--- src/rtl/mem_req_demux2.sv ---
// mem_req_demux2: routes an in-order request stream to port A (cached) or port B (uncached/MMIO)
// by address and merges the two response streams back in order. Define DEMUX_ERR_EN for err.
module mem_req_demux2 #(
  parameter int              AW      = 32,
  parameter int              DW      = 32,
  parameter int              DEPTH   = 4,
  parameter logic [AW-1:0]   B_MASK  = 32'hE000_0000,
  parameter logic [AW-1:0]   B_MATCH = 32'hA000_0000
) (
  input  logic              clk,
  input  logic              resetn,

  input  logic              m_req_valid,
  output logic              m_req_ready,
  input  logic [AW-1:0]     m_req_addr,
  input  logic              m_req_wr,
  input  logic [DW/8-1:0]   m_req_wstrb,
  input  logic [DW-1:0]     m_req_wdata,
  output logic              m_rsp_valid,
  input  logic              m_rsp_ready,
  output logic [DW-1:0]     m_rsp_rdata,

  output logic              a_req_valid,
  input  logic              a_req_ready,
  output logic [AW-1:0]     a_req_addr,
  output logic              a_req_wr,
  output logic [DW/8-1:0]   a_req_wstrb,
  output logic [DW-1:0]     a_req_wdata,
  input  logic              a_rsp_valid,
  output logic              a_rsp_ready,
  input  logic [DW-1:0]     a_rsp_rdata,

  output logic              b_req_valid,
  input  logic              b_req_ready,
  output logic [AW-1:0]     b_req_addr,
  output logic              b_req_wr,
  output logic [DW/8-1:0]   b_req_wstrb,
  output logic [DW-1:0]     b_req_wdata,
  input  logic              b_rsp_valid,
  output logic              b_rsp_ready,
  input  logic [DW-1:0]     b_rsp_rdata,

  output logic              err
);

  localparam int PW = $clog2(DEPTH);
  localparam int CW = $clog2(DEPTH) + 1;

  logic             sel_b;
  logic             full;
  logic             not_empty;
  logic             accept;
  logic             pop;
  logic             head;
  logic [DEPTH-1:0] route_q;
  logic [PW-1:0]    wr_ptr;
  logic [PW-1:0]    rd_ptr;
  logic [CW-1:0]    count;

  assign sel_b     = ((m_req_addr & B_MASK) == B_MATCH);
  assign full      = (count == CW'(DEPTH));
  assign not_empty = (count != '0);

  // Request fields are broadcast; only the valid is steered.
  assign a_req_addr  = m_req_addr;
  assign a_req_wr    = m_req_wr;
  assign a_req_wstrb = m_req_wstrb;
  assign a_req_wdata = m_req_wdata;
  assign b_req_addr  = m_req_addr;
  assign b_req_wr    = m_req_wr;
  assign b_req_wstrb = m_req_wstrb;
  assign b_req_wdata = m_req_wdata;

  assign a_req_valid = m_req_valid & ~sel_b & ~full;
  assign b_req_valid = m_req_valid &  sel_b & ~full;
  assign m_req_ready = ~full & (sel_b ? b_req_ready : a_req_ready);
  assign accept      = m_req_valid & m_req_ready;

  // The oldest outstanding request decides which target may answer next.
  assign head        = route_q[rd_ptr];
  assign m_rsp_valid = not_empty & (head ? b_rsp_valid : a_rsp_valid);
  assign m_rsp_rdata = head ? b_rsp_rdata : a_rsp_rdata;
  assign a_rsp_ready = not_empty & ~head & m_rsp_ready;
  assign b_rsp_ready = not_empty &  head & m_rsp_ready;
  assign pop         = m_rsp_valid & m_rsp_ready;

  always_ff @(posedge clk or negedge resetn) begin
    if (!resetn) begin
      route_q <= '0;
      wr_ptr  <= '0;
      rd_ptr  <= '0;
      count   <= '0;
    end else begin
      if (accept) begin
        route_q[wr_ptr] <= sel_b;
        wr_ptr          <= wr_ptr + PW'(1);
      end
      if (pop) begin
        rd_ptr <= rd_ptr + PW'(1);
      end
      case ({accept, pop})
        2'b10:   count <= count + CW'(1);
        2'b01:   count <= count - CW'(1);
        default: count <= count;
      endcase
    end
  end

`ifdef DEMUX_ERR_EN
  logic [CW-1:0] cnt_a;
  logic [CW-1:0] cnt_b;
  logic          err_q;
  logic          acc_a;
  logic          acc_b;
  logic          pop_a;
  logic          pop_b;

  assign acc_a = accept & ~sel_b;
  assign acc_b = accept &  sel_b;
  assign pop_a = a_rsp_valid & a_rsp_ready;
  assign pop_b = b_rsp_valid & b_rsp_ready;

  // A target answering while nothing is outstanding to it is a protocol violation.
  always_ff @(posedge clk or negedge resetn) begin
    if (!resetn) begin
      cnt_a <= '0;
      cnt_b <= '0;
      err_q <= 1'b0;
    end else begin
      case ({acc_a, pop_a})
        2'b10:   cnt_a <= cnt_a + CW'(1);
        2'b01:   cnt_a <= cnt_a - CW'(1);
        default: cnt_a <= cnt_a;
      endcase
      case ({acc_b, pop_b})
        2'b10:   cnt_b <= cnt_b + CW'(1);
        2'b01:   cnt_b <= cnt_b - CW'(1);
        default: cnt_b <= cnt_b;
      endcase
      err_q <= err_q | (a_rsp_valid & (cnt_a == '0)) | (b_rsp_valid & (cnt_b == '0));
    end
  end

  assign err = err_q;
`else
  assign err = 1'b0;
`endif

endmodule

--- config.mk ---
export PLATFORM = sky130hd
export DESIGN_NAME = mem_req_demux2
export DESIGN_NICKNAME = d
export VERILOG_FILES = /design/src/rtl/mem_req_demux2.sv
export SDC_FILE = /design/constraint.sdc
export NUM_CORES = 1
export LEC_CHECK = 0
export ABC_AREA = 1
export CAP_MARGIN = 25
export CORE_AREA = 3 3 121 123
export DETAILED_ROUTE_END_ITERATION = 7
export DIE_AREA = 0 0 124 126
export PLACE_DENSITY = 0.55
export SYNTH_ARGS = -nofsm -noshare
export SYNTH_HDL_FRONTEND = slang
export SYNTH_SLANG_ARGS = --single-unit
--- constraint.sdc ---
create_clock -name clk -period 2.67 [get_ports clk]
set_input_delay 0.267 -clock clk [delete_from_list [all_inputs] [get_ports clk]]
set_output_delay 0.267 -clock clk [all_outputs]
set_load 0.02 [all_outputs]
==> flow_summary.yaml, run 1 <==
synth:
  ys_top_cells_by_area: "buf_4, nand2_1, dfrtp_1"
  synth_top_family_by_area: "buffers and inverters"
  ys_warn_count: 0
  yosysTopAreaCell: "buf_4"
  synth_mux_area_frac: 0
  synth-seq-area-share: 0.123
  synth_fa_ha_area_frac: 0.0370
  avgSynthCellArea_um2: 6.61
  async_reset_ff_frac: 1.00
  synth_edf_count: 0
  synthFlopType: "dfrtp_1"
  ys_types: 26
  synthCells: 338
  postSynthNetCount: 485
  synth_xor_area_frac: 0.0118
  synthesis.area_mm2: 0.00223
  synth_top_area_frac: 0.477
  synthSimpleGateAreaFrac: 0.277
  synth_compound_area_frac: 0.0179
  ys_ff_latch: 11
setup_path:
  cp_max_fo: 33
  cp-start-kind: "register"
  required_ns: 2.40
  worst_ep_arrival_time_ns: 2.10
  crit_type: "reg -> out"
  endpoint_kind: "output port"
cts:
  clkSlewWorstSetupHoldPaths_ns: 0.04
  cts_tree: "built"
  post_cts_buffers: 0
  clk_latency_ns: 0.24
  cts.htree.levels: 1
  cts_hold_buffers: 0
  cts_sinks: 11
  cts.root.buffer_cell: "clkbuf_16"
  cts_resized: 0
  numCtsBuffers: 3
  cts.path.max_buffers: 2
sta:
  hold_ws_ns: 0.369
  skew_ns: 0.000466
  tightestPinTransition_ns: 0.500
  grt_setup_unrepaired: "false"
  max_freq_mhz: 422
  min_period_over_period: 0.888
  hold_viol: 0
  setup_tns_ns: 0
  maxSlewViolCount: 0
  timing.final.setup_violations: 0
  relSlewSlack: 0.666
  period_needed_ns: 2.37
die:
  dieHeight_um: 126
  ios: 318
  num_rows: 43
  initial_core_util: 0.162
  die_w_um: 124
  die-area_mm2: 0.0156
  core_area_mm2: 0.0138
place:
  placedCellCount: 493
  hpwl_um: 7070
  io_buffers: 118
  routabilityCongestion: 0.687
global_route:
  use_met2: 0.134
  grt_pass1_wl_um: 11300
  grt_max_degree: 34
  grt-busiest-layer: "met2"
  overflow: 0
  grtUsageTotal: 0.0982
  antenna_found_initial: 1
  grt_pass1_vias: 1844
  grt_util_met3: 0.0938
  grtUsageMet1: 0.103
final_layout:
  layout.nets: 465
  num-fill-cells: 1520
  diodes: 0
  syn_to_final_growth_pct: 21.2
  drive_gt1_frac: 0.0789
  fin_cells: 497
min_path:
  hold_class: "in -> async"
power_and_ir_drop:
  p_leak_nw: 1.25
  switching_power_mw: 1.38
  comb_power_share: 0.790
  power_density_mw_per_mm2: 1030
  irDropWorstVdd_mv: 0.437
  pwr-share-clk: 0.096
  p_int_mw: 1.42
  p_seq_frac: 0.114
  netSwitchingFraction: 0.494
detailed_routing:
  first_pass_iters: 4
  wire_per_inst_um: 16.7
  ant_nets: 0
  drt-vias-per-instance: 3.58
  vias: 1781
  drt-total-wl_um: 8280
  route.detailed.drc: 0
  drt_iter0_markers: 84
outcome:
  status: "complete, no violations"
run:
  maxCapViolations: 0
## synthesized netlist by cell type (2+ instances only)
master,count
inv_2,3
a21oi_1,2
xor2_1,2
nand2_1,114
o21ai_0,5
nand3_2,4
ha_1,5
inv_1,17
nand3_1,5
dfrtp_1,11
buf_6,4
nor2_1,4
nor3_1,2
nand4_1,7
buf_4,142
## cells by family after synthesis
| kind of cell | after synthesis |
|---|---|
| buffers and inverters | 166 |
| and+or+nand+nor | 143 |
| DFF | 11 |
| AOI/OAI and AO/OA | 8 |
| adders and majority gates | 6 |
| xor gates and xnor gates | 3 |
| other | 1 |
## state kept, by name, indices dropped and copies added, names as in the netlist
name and count:
route_q 4, count 3, rd_ptr 2, wr_ptr 2
## power groups by stage
stage	Combinational [mW]	Clock, mW	Sequential [mW]
detailed placement	2.28	0	0.320
floorplan	1.50	0	0.303
CTS	2.29	0.277	0.318
global placement	2.26	0	0.318
finish	2.21	0.269	0.318
global route	2.44	0.287	0.333
## metrics by stage
| step | total power [mW] | setup WS (ns) | cell area [µm²] | utilization |
|---|---|---|---|---|
| 4_1_cts | 2.89 | 0.0480 | 2700 | 0.196 |
| 5_1_grt | 3.06 | 0.0936 | 2710 | 0.196 |
| 3_5_place_dp | 2.60 | 0.168 | 2620 | 0.190 |
| 6_report | 2.80 | 0.300 | 2710 | 0.196 |
| 3_3_place_gp | 2.58 | 0.254 | 2620 | 0.190 |
| 2_1_floorplan | 1.80 | 0.708 | 2230 | - |
## final timing paths
kind | endpoint | from | slack, ns | cells after the start
setup reg to reg | count[2] | rd_ptr[0] | 0.50 | 13
min in group clk | route_q[1] | route_q[1] | 0.51 | 2
hold reg to reg | route_q[1] | route_q[1] | 0.51 | 2
hold / removal | count[0] | resetn | 0.37 | 1
setup / recovery | a_rsp_ready | rd_ptr[0] | 0.30 | 8
max in group asynchronous | route_q[1] | resetn | 1.97 | 1
## cell usage in the layout (no fill, tap or decap), types with 2 or more instances in the layout
master,instances
nand2_1,114
nor2_1,4
o21ai_0,5
inv_1,17
clkdlybuf4s50_1,111
ha_1,5
xor2_1,2
a21oi_1,2
nor3_1,2
nand3_2,4
buf_4,2
buf_12,7
nand3_1,5
nand4_1,7
inv_2,2
clkbuf_16,3
dfrtp_1,11
## per-layer routing
layer,vias to the layer above,part of all wire
li1,846,-
met1,724,0.35
met2,164,0.40
met3,45,0.20
met4,2,0.042
met5,-,0.0024
## layout make-up
type                    count  area [µm²]  area share
clock buffers               4        78.8      0.0291
inverters                  20        77.6      0.0287
multi-input cells         161         772       0.285
flip-flops and latches     11         275       0.102
well taps                 180         225      0.0832
repair buffers            121        1280       0.472
## worst max-delay path, stage by stage, from the launching register on
cell,delay [ns]
dfrtp_1,0.41
inv_2,0.06
nand2_1,0.07
nand3_2,0.11
nand2_4,0.13
buf_6,0.25
nand2_1,0.08
nor2_1,0.09
clkdlybuf4s50_1,0.65
Note: power is estimated with default switching activity, not from simulation.
==> inputs of run 2 (changes only) <==
--- a/config.mk
+++ b/config.mk
@@ -11,6 +11,7 @@
 export DETAILED_ROUTE_END_ITERATION = 7
 export DIE_AREA = 0 0 124 126
 export PLACE_DENSITY = 0.55
+export SKIP_CTS_REPAIR_TIMING = 1
 export SYNTH_ARGS = -nofsm -noshare
 export SYNTH_HDL_FRONTEND = slang
 export SYNTH_SLANG_ARGS = --single-unit
==> results of run 2 <==
Final layout, timing and power as in run 1 (identical DEF).
